**config.mk**
```make
export PLATFORM = sky130hd
export DESIGN_NAME = fp_converter_seq
export DESIGN_NICKNAME = d
export VERILOG_FILES = /design/src/rtl/fp_converter_seq.sv
export SDC_FILE = /design/constraint.sdc
export NUM_CORES = 1
export LEC_CHECK = 0
export ABC_AREA = 1
export BUFFER_PORTS_ARGS = -buffer_cell sky130_fd_sc_hd__buf_2
export CORE_UTILIZATION = 53
export DETAILED_ROUTE_END_ITERATION = 10
export GPL_TIMING_DRIVEN = 0
export PLACE_DENSITY = 0.81
export SLEW_MARGIN = 20
export SYNTH_ARGS = -nofsm -noshare
export SYNTH_HDL_FRONTEND = slang
export SYNTH_SLANG_ARGS = --single-unit
```
**constraint.sdc**
```tcl
create_clock -name clk -period 3.4 [get_ports clk]
set_input_delay 0 -clock clk [delete_from_list [all_inputs] [get_ports clk]]
set_output_delay 0 -clock clk [all_outputs]
set_load 0.05 [all_outputs]
```
**src/rtl/fp_converter_seq.sv**
```systemverilog
`default_nettype none
// ============================================================================
// Module   : fp_converter_seq
// Purpose  : Sequential linear-to-floating-point converter. A two's-complement
//            sample D is accepted over a valid/ready handshake and converted
//            to sign S, exponent E and mantissa F (magnitude = F * 2^E). The
//            magnitude is normalised by a one-bit-per-cycle right shifter, so
//            no wide priority encoder is needed. Supports round-half-up or
//            truncation per sample and flags clamped results on sat.
// Ports    : clk       - rising-edge clock
//            rst_n     - synchronous active-low reset
//            D         - two's-complement sample (DATA_W)
//            in_valid  - D valid
//            in_ready  - converter idle and able to accept D
//            rnd_mode  - 0 = round half up on first dropped bit, 1 = truncate
//            S, E, F   - sign, exponent (EXP_W), mantissa (MAN_W)
//            sat       - result clamped
//            out_valid - S/E/F/sat valid
//            out_ready - consumer accepts result
// Revision : 1.0 - initial release
// ============================================================================
module fp_converter_seq #(
  parameter int DATA_W = 12,
  parameter int EXP_W  = 3,
  parameter int MAN_W  = 4
) (
  input  logic              clk,
  input  logic              rst_n,
  input  logic [DATA_W-1:0] D,
  input  logic              in_valid,
  output logic              in_ready,
  input  logic              rnd_mode,
  output logic              S,
  output logic [EXP_W-1:0]  E,
  output logic [MAN_W-1:0]  F,
  output logic              sat,
  output logic              out_valid,
  input  logic              out_ready
);

  localparam int EMAX = (1 << EXP_W) - 1;
  // One extra bit so that e+1 == EMAX+1 is representable for the clamp test.
  localparam int EW   = $clog2(EMAX + 2);
  localparam int SW   = DATA_W - 1;

  localparam logic [EW-1:0]    C_EMAX_E   = EW'(EMAX);
  localparam logic [MAN_W-1:0] C_MAN_HALF = {1'b1, {(MAN_W-1){1'b0}}};

  if (MAN_W < 2 || DATA_W - 1 > MAN_W + EMAX) begin : g_bad_params
    $error("fp_converter_seq: illegal DATA_W/EXP_W/MAN_W combination");
  end

  typedef enum logic [1:0] {
    ST_IDLE = 2'd0,
    ST_NORM = 2'd1,
    ST_DONE = 2'd2
  } state_t;

  state_t r_state, w_state_nxt;

  logic [SW-1:0]    r_sh;
  logic [EW-1:0]    r_e;
  logic             r_rbit;
  logic             r_mode;
  logic             r_sat_pend;
  logic             r_sign;
  logic             r_s;
  logic [EXP_W-1:0] r_exp;
  logic [MAN_W-1:0] r_man;
  logic             r_sat;

  // ---------------------------------------------------------------- capture
  logic          w_neg;
  logic          w_is_min;
  logic [SW-1:0] w_abs;
  logic [SW-1:0] w_mag;

  assign w_neg    = D[DATA_W-1];
  // The most negative sample has no positive counterpart in SW bits.
  assign w_is_min = w_neg & ~|D[SW-1:0];
  assign w_abs    = w_neg ? (~D[SW-1:0] + SW'(1)) : D[SW-1:0];
  assign w_mag    = w_is_min ? {SW{1'b1}} : w_abs;

  // --------------------------------------------------------------- finalise
  logic             w_need_shift;
  logic [MAN_W-1:0] w_man;
  logic             w_inc;
  logic [MAN_W:0]   w_sum;
  logic             w_carry;
  logic [EW-1:0]    w_e_fin;
  logic [MAN_W-1:0] w_f_fin;
  logic             w_ovf;

  assign w_need_shift = |(r_sh >> MAN_W);

  if (MAN_W <= SW) begin : g_man_slice
    assign w_man = r_sh[MAN_W-1:0];
  end else begin : g_man_ext
    assign w_man = {{(MAN_W-SW){1'b0}}, r_sh};
  end

  assign w_inc   = ~r_mode & r_rbit;
  assign w_sum   = {1'b0, w_man} + {{MAN_W{1'b0}}, w_inc};
  // A carry out means the mantissa was all ones: renormalise to 1000..0.
  assign w_carry = w_sum[MAN_W];
  assign w_e_fin = r_e + {{(EW-1){1'b0}}, w_carry};
  assign w_f_fin = w_carry ? C_MAN_HALF : w_sum[MAN_W-1:0];
  assign w_ovf   = (w_e_fin > C_EMAX_E);

  // -------------------------------------------------------------------- FSM
  always_ff @(posedge clk) begin
    if (!rst_n) begin
      r_state <= ST_IDLE;
    end else begin
      r_state <= w_state_nxt;
    end
  end

  always_comb begin
    w_state_nxt = r_state;
    case (r_state)
      ST_IDLE: if (in_valid)      w_state_nxt = ST_NORM;
      ST_NORM: if (!w_need_shift) w_state_nxt = ST_DONE;
      ST_DONE: if (out_ready)     w_state_nxt = ST_IDLE;
      default:                    w_state_nxt = ST_IDLE;
    endcase
  end

  // --------------------------------------------------------------- datapath
  always_ff @(posedge clk) begin
    if (!rst_n) begin
      r_sh       <= '0;
      r_e        <= '0;
      r_rbit     <= 1'b0;
      r_mode     <= 1'b0;
      r_sat_pend <= 1'b0;
      r_sign     <= 1'b0;
      r_s        <= 1'b0;
      r_exp      <= '0;
      r_man      <= '0;
      r_sat      <= 1'b0;
    end else begin
      case (r_state)
        ST_IDLE: begin
          if (in_valid) begin
            r_sign     <= w_neg;
            r_mode     <= rnd_mode;
            r_sh       <= w_mag;
            r_e        <= '0;
            r_rbit     <= 1'b0;
            r_sat_pend <= w_is_min;
          end
        end
        ST_NORM: begin
          if (w_need_shift) begin
            r_rbit <= r_sh[0];
            r_sh   <= r_sh >> 1;
            r_e    <= r_e + EW'(1);
          end else begin
            // Result registers only change here, so no partial value is
            // ever visible and the last result persists after handoff.
            r_s <= r_sign;
            if (w_ovf) begin
              r_exp <= {EXP_W{1'b1}};
              r_man <= {MAN_W{1'b1}};
              r_sat <= 1'b1;
            end else begin
              r_exp <= w_e_fin[EXP_W-1:0];
              r_man <= w_f_fin;
              r_sat <= r_sat_pend;
            end
          end
        end
        default: ;
      endcase
    end
  end

  assign in_ready  = (r_state == ST_IDLE);
  assign out_valid = (r_state == ST_DONE);
  assign S         = r_s;
  assign E         = r_exp;
  assign F         = r_man;
  assign sat       = r_sat;

endmodule
`default_nettype wire

```
==> results.yml, run 1 <==
synth:
  synth_cell_types: 31
  synth_common_cells: "nand2_1 (37), dfxtp_1 (30), o21ai_0 (29), nor2_1 (24), a21oi_1 (20)"
  syn_inst: 227
  synthFlopType: "dfxtp_1"
  synth.most_common_cell: "nand2_1"
  ys_ff_latch: 30
  synthTopCellsByArea: "dfxtp_1 (37%), o21ai_0 (8.8%), nand2_1 (8.4%)"
  syn_nets: 250
  synth_area_um2: 1650
  synth_edf_count: 0
  synth_area_leader_cell: "dfxtp_1"
  synth_top_area_share_pct: 36.5
  avgSynthCellArea_um2: 7.25
  synthArstFlopShare_pct: 0
  yosysWarnings: 0
  ys_seq_area_share_pct: 36.5
sta:
  slew_violations: 0
  timing.fmax_ghz: 0.485
  hold-worst-slack_ns: 0.0170
  tns_ns: 0
  rsz0062_at_grt: "false"
  finalHoldViolations: 0
  worst_pin_slew_ns: 0.602
  setup_viol: 0
  slew_headroom_pct: 59.4
  finalClockSkew_ns: 0.00919
  finalCritPeriodShare_pct: 60.6
  min_period_ns: 2.06
route:
  drc_errors: 2
  route.vias.total: 1615
  firstDrtPassIters: 7
  wl_per_cell_um: 11.9
  wl_um: 3520
  ant_nets: 0
  viasPerCell: 5.46
  drtIter0Drc: 51
worst_setup_path:
  cp-start-kind: "flop"
  criticalPathCategory: "reg2reg"
  crit_slowest_cell: "dfxtp_1"
  arrival_ns: 2.32
  crit_path_frequent_cell: "ha_1"
  critical_path.endpoint_type: "flop"
  crit_buf_inv: 2
  required_ns: 3.66
  crit_family: "adder cells"
  r2r_setup_slack_ns: 1.34
  worst-path-max-fanout: 5
  path_cells: "inv_1, nor2_1, ha_1, ha_1, nand2_1, nor2_1, ha_1, nand3_1, xor2_1, inv_1, a31oi_1"
  startpoint: "r_rbit"
  slowest_delay_ns: 0.34
  reg2reg_from: "r_rbit"
floorplan:
  ioPinCount: 28
  dieArea_um2: 3330
  fp.dieW_um: 57.7
  dieHeight_um: 57.7
  core-area_um2: 2850
  rows: 19
  start_util_pct: 57.7
placement:
  hpwl_um: 2630
  portBuffers: 27
  place_area_um2: 1820
  gp_congestion: 0.812
grt:
  grt-ovfl-total: 0
  antenna_found_initial: 0
  track_usage_pct: 24.4
  grt_max_degree: 11
  grt_pass1_vias: 1509
  grt_pass1_wl_um: 6290
clock_network:
  cts_num_sinks: 30
  cts_tree: "done"
  clock_path_buffers: 2
  root_buffer: "clkbuf_4"
  path_clk_slew_ns: 0.09
  htreeDepth: 2
  cts_resized: 0
  worstSkewPairLatency_ns: 0.33
  numCtsBuffers: 5
  post-cts-setup-buffers: 0
job:
  drv_cap: 0
finish:
  final_area_um2: 1910
  fin_nets: 287
  area_growth_pct: 16.0
  drive_gt1_share_pct: 19.6
  diodes: 0
power:
  switching_share_pct: 36.0
  p_seq_share_pct: 46.1
  worst_ir_drop_vdd_mv: 0.336
  internal-power_mw: 0.590
  p_leak_nw: 0.864
  comb_power_share_pct: 29.9
  switchingPower_mw: 0.332
  clock_power_share_pct: 24.0
  power_density_nw_per_um2: 482
hold_path:
  min_path_type: "in2reg"
  holdCritStartpoint: "D[10]"
status:
  run_status: "finished, violations left"
  violations: "DRC"
## layout by cell type (no fill, tap or decap), types with 3 or more instances in the layout
master	netlist	final
nand2_1	37	37
dfxtp_1	30	30
o21ai_0	29	29
buf_2	2	29
nor2_1	24	24
a21oi_1	20	20
inv_1	19	19
nand3_1	13	13
xor2_1	6	6
o21ai_1	6	6
ha_1	6	6
a31oi_1	5	5
clkbuf_4	0	5
xnor2_1	3	3
o22ai_1	3	3
nand4_1	3	3
dlygate4sd3_1	0	3
## stage by stage
| stage | setup slack, ns | total power, mW | utilization (%) | cells |
|---|---|---|---|---|
| 2_1_floorplan | 1.45 | 0.637 | - | 227 |
| 4_1_cts | 1.32 | 0.924 | 66.9 | 296 |
| 3_5_place_dp | 1.36 | 0.704 | 63.8 | 285 |
| 6_report | 1.34 | 0.921 | 66.9 | 296 |
| 3_3_place_gp | 1.38 | 0.698 | 63.8 | 285 |
| 5_1_grt | 1.03 | 0.983 | 66.9 | 296 |
## power groups by stage
stage / combinational (mW) / sequential (mW) / clock (mW)
3_5_place_dp: 0.273 / 0.431 / 0
6_report: 0.275 / 0.424 / 0.221
2_1_floorplan: 0.186 / 0.451 / 0
3_3_place_gp: 0.268 / 0.430 / 0
5_1_grt: 0.309 / 0.428 / 0.246
4_1_cts: 0.277 / 0.423 / 0.224
## worst register-to-register path, delay by kind of cell (launching register included)
| family | cells | cell delay (ns) |
|---|---|---|
| adder cells (fa/ha/maj) | 3 | 0.59 |
| flip-flops | 1 | 0.34 |
| AO/OA/AOI/OAI | 1 | 0.17 |
| buffers and inverters | 2 | 0.19 |
| XOR/XNOR | 1 | 0.24 |
| AND/OR/NAND/NOR | 4 | 0.47 |
## sequential cells by signal, indices dropped and copies added (netlist names)
name / flops
r_sh: 11
F: 4
r_e: 4
E: 3
r_state: 2
S: 1
r_mode: 1
r_rbit: 1
r_sat_pend: 1
r_sign: 1
sat: 1
## routing by layer
metal	vias to the layer above	share of wire (%)	track usage [%]
met5	-	0	0
met4	0	0.60	5.10
met3	2	4.6	6.70
met2	35	46	42.0
met1	735	49	30.7
li1	843	-	-
## kinds of logic (layout without fill, tap and decap cells)
| kind of cell | after synthesis | count (layout) | synth area share, % |
|---|---|---|---|
| buffers and inverters | 28 | 66 | 7.83 |
| AOI/OAI and AO/OA | 66 | 66 | 21.4 |
| xor gates and xnor gates | 9 | 9 | 4.79 |
| adders and majority gates | 6 | 6 | 4.56 |
| and+or+nand+nor | 88 | 88 | 24.9 |
| DFF | 30 | 30 | 36.5 |
## what timing repair did
item | CTS | global route
hold buffers | 3 | 0
hold endpoints to repair | 3 | 0
endpoints found under the setup margin | 0 | 0
## final cells by class
type,instances,area (um^2)
Buffer,6,43.8
Clock inverter,1,5.00
Inverter,22,85.1
Multi-Input combinational cell,169,916
Timing Repair Buffer,30,165
Clock buffer,7,55.1
Fill cell,250,943
Tap cell,31,38.8
Sequential cell,30,601
## worst paths after layout
path	depth (start not counted)	to
min reg2reg	2	E[1]
min	4	r_sh[10]
max	11	F[3]
max reg2reg	11	F[3]
Note: power is estimated with default switching activity, not from simulation.
==> inputs of run 2 (changes only) <==
==> constraint.sdc (replaced) <==
create_clock -name clk -period 2.1 [get_ports clk]
set_input_delay 0 -clock clk [delete_from_list [all_inputs] [get_ports clk]]
set_output_delay 0 -clock clk [all_outputs]
set_load 0.05 [all_outputs]
==> results.yml, run 2 (synthesis results as in run 1) <==
placement:
  gp_congestion: 0.812
  hpwl_um: 2630
  portBuffers: 27
  pre_cts_slack_ns: 0.0589
route:
  viasPerCell: 5.48
  drtIter0Drc: 63
  firstDrtPassIters: 7
  wl_per_cell_um: 12.0
  ant_nets: 0
  drc_errors: 2
  route.vias.total: 1627
  wl_um: 3570
power:
  p_seq_share_pct: 45.9
  switching_share_pct: 36.1
  comb_power_share_pct: 30.2
  clock_power_share_pct: 23.9
  worst_ir_drop_vdd_mv: 0.543
  power_density_nw_per_um2: 763
  switchingPower_mw: 0.540
  internal-power_mw: 0.957
  p_leak_nw: 0.864
clock_network:
  clock_path_buffers: 2
  worstSkewPairLatency_ns: 0.33
  root_buffer: "clkbuf_4"
  path_clk_slew_ns: 0.09
  numCtsBuffers: 5
  htreeDepth: 2
  cts_tree: "done"
  cts_num_sinks: 30
finish:
  final_common_cell: "nand2_1"
  multi_input_area_um2: 958
  regArea_um2: 602
  drive_gt1_share_pct: 23.7
  area_growth_pct: 19.2
  layout_common_cells: "nand2_1 (37), dfxtp_1 (29), buf_2 (29)"
  diodes: 0
  largest_register_ffs: 11
  fillCellCount: 242
  fin_nets: 288
  largest_register: "r_sh"
worst_setup_path:
  crit_slowest_cell: "dfxtp_2"
  cp-start-kind: "flop"
  required_ns: 2.31
  r2r_setup_slack_ns: 0.11
  worst-path-max-fanout: 4
  r2r_end: "sat"
  reg2reg_from: "r_rbit"
  critical_path.endpoint_type: "flop"
  criticalPathCategory: "reg2reg"
  reg2reg_depth: 11
  path_cells: "inv_1, nor2_2, ha_2, ha_2, nand2_1, nor2_2, ha_2, nand3_2, xor2_4, o21ai_1, a21oi_1"
  arrival_ns: 2.20
  slowest_delay_ns: 0.33
  crit_path_frequent_cell: "ha_2"
sta:
  rsz0062_at_grt: "true"
  finalCritPeriodShare_pct: 95.0
  finalClockSkew_ns: 0.0129
  timing.fmax_ghz: 0.501
  slew_violations: 0
  worst_pin_slew_ns: 0.589
  setup_slack_ns: 0.105
  min_period_ns: 1.99
  tns_ns: 0
  setup_viol: 0
  slew_headroom_pct: 60.3
  finalHoldViolations: 0
hold_path:
  hold_path_depth: 4
  min_to: "r_sh[10]"
  min_path_type: "in2reg"
  holdCritStartpoint: "D[10]"
job:
  drv_cap: 0
floorplan:
  dieHeight_um: 57.7
  ioPinCount: 28
  fp.dieW_um: 57.7
  core-area_um2: 2850
  dieArea_um2: 3330
  rows: 19
  start_util_pct: 57.7
grt:
  grt-ovfl-total: 0
  grt_max_degree: 11
  grt_pass1_wl_um: 6290
  grt_pass1_vias: 1509
  track_usage_pct: 24.4
  antenna_found_initial: 0
status:
  violations: "DRC"
  run_status: "finished, violations left"
run 2: cell count changes in the layout (fill, tap and decap cells not counted), moves of 2 or more:
cell and change:
o21ai_0 -3, ha_2 +3, o21ai_1 +3, nor2_1 -2
ha_1 -3, nor2_2 +2
run 2: worst max-delay path by stage:
stage / start / endpoint / slack (ns) / depth (start not counted)
6_report: r_rbit / sat / 0.11 / 11
5_1_grt: r_rbit / F[0] / -0.04 / 11
4_1_cts: r_rbit / F[3] / 0.02 / 11
3_5_place_dp: r_rbit / F[3] / 0.06 / 11
3_3_place_gp: r_rbit / E[2] / 0.08 / 11
2_1_floorplan: r_state[1] / r_e[2] / 0.15 / 7
run 2: timing repair:
item,4_1_cts,5_1_grt
gates resized for setup,0,14
hold buffers,3,0
endpoints found under the hold margin,3,0
endpoints found under the setup margin,0,8
buffers inserted,0,1
run 2: stage by stage:
step / instances / hold slack [ns] / total power [mW] / area [um^2] / util (%)
floorplan: 227 / 0.167 / 1.03 / 1650 / -
global placement: 285 / 0.252 / 1.13 / 1820 / 63.8
detailed placement: 285 / 0.256 / 1.14 / 1820 / 63.8
CTS: 296 / 0.00684 / 1.50 / 1910 / 66.9
global route: 297 / 0.0144 / 1.60 / 1960 / 68.7
finish: 297 / 0.0154 / 1.50 / 1960 / 68.7
run 2: layout make-up:
cell class / instances / share of cell area (%)
timing repair buffer: 31 / 8.81
buffer: 6 / 2.23
clock inverter: 1 / 0.255
tap: 31 / 1.98
inverter: 22 / 4.34
multi-input combinational: 169 / 48.9
sequential: 30 / 30.7
clock buffer: 7 / 2.81
run 2: power groups by stage:
| stage | Combinational, mW | Clock (mW) | Sequential, mW |
|---|---|---|---|
| finish | 0.451 | 0.358 | 0.688 |
| global route | 0.504 | 0.401 | 0.694 |
| CTS | 0.448 | 0.363 | 0.685 |
| detailed placement | 0.441 | 0 | 0.698 |
| global placement | 0.434 | 0 | 0.697 |
| floorplan | 0.301 | 0 | 0.730 |
run 2: critical path: cells and delay by family, from the launching register on:
family,cells,cell delay (ns)
buffers and inverters,1,0.04
XOR/XNOR,1,0.22
AO/OA/AOI/OAI,2,0.22
AND/OR/NAND/NOR,4,0.46
adder cells (fa/ha/maj),3,0.58
flip-flops,1,0.33
run 2: routing by layer:
| layer | vias to the layer above | share of wire, % | global-route usage (%) |
|---|---|---|---|
| li1 | 842 | - | - |
| met1 | 749 | 50 | 30.7 |
| met2 | 33 | 45 | 42.0 |
| met3 | 3 | 4.7 | 6.70 |
| met4 | 0 | 0.76 | 5.10 |
| met5 | - | 0 | 0 |
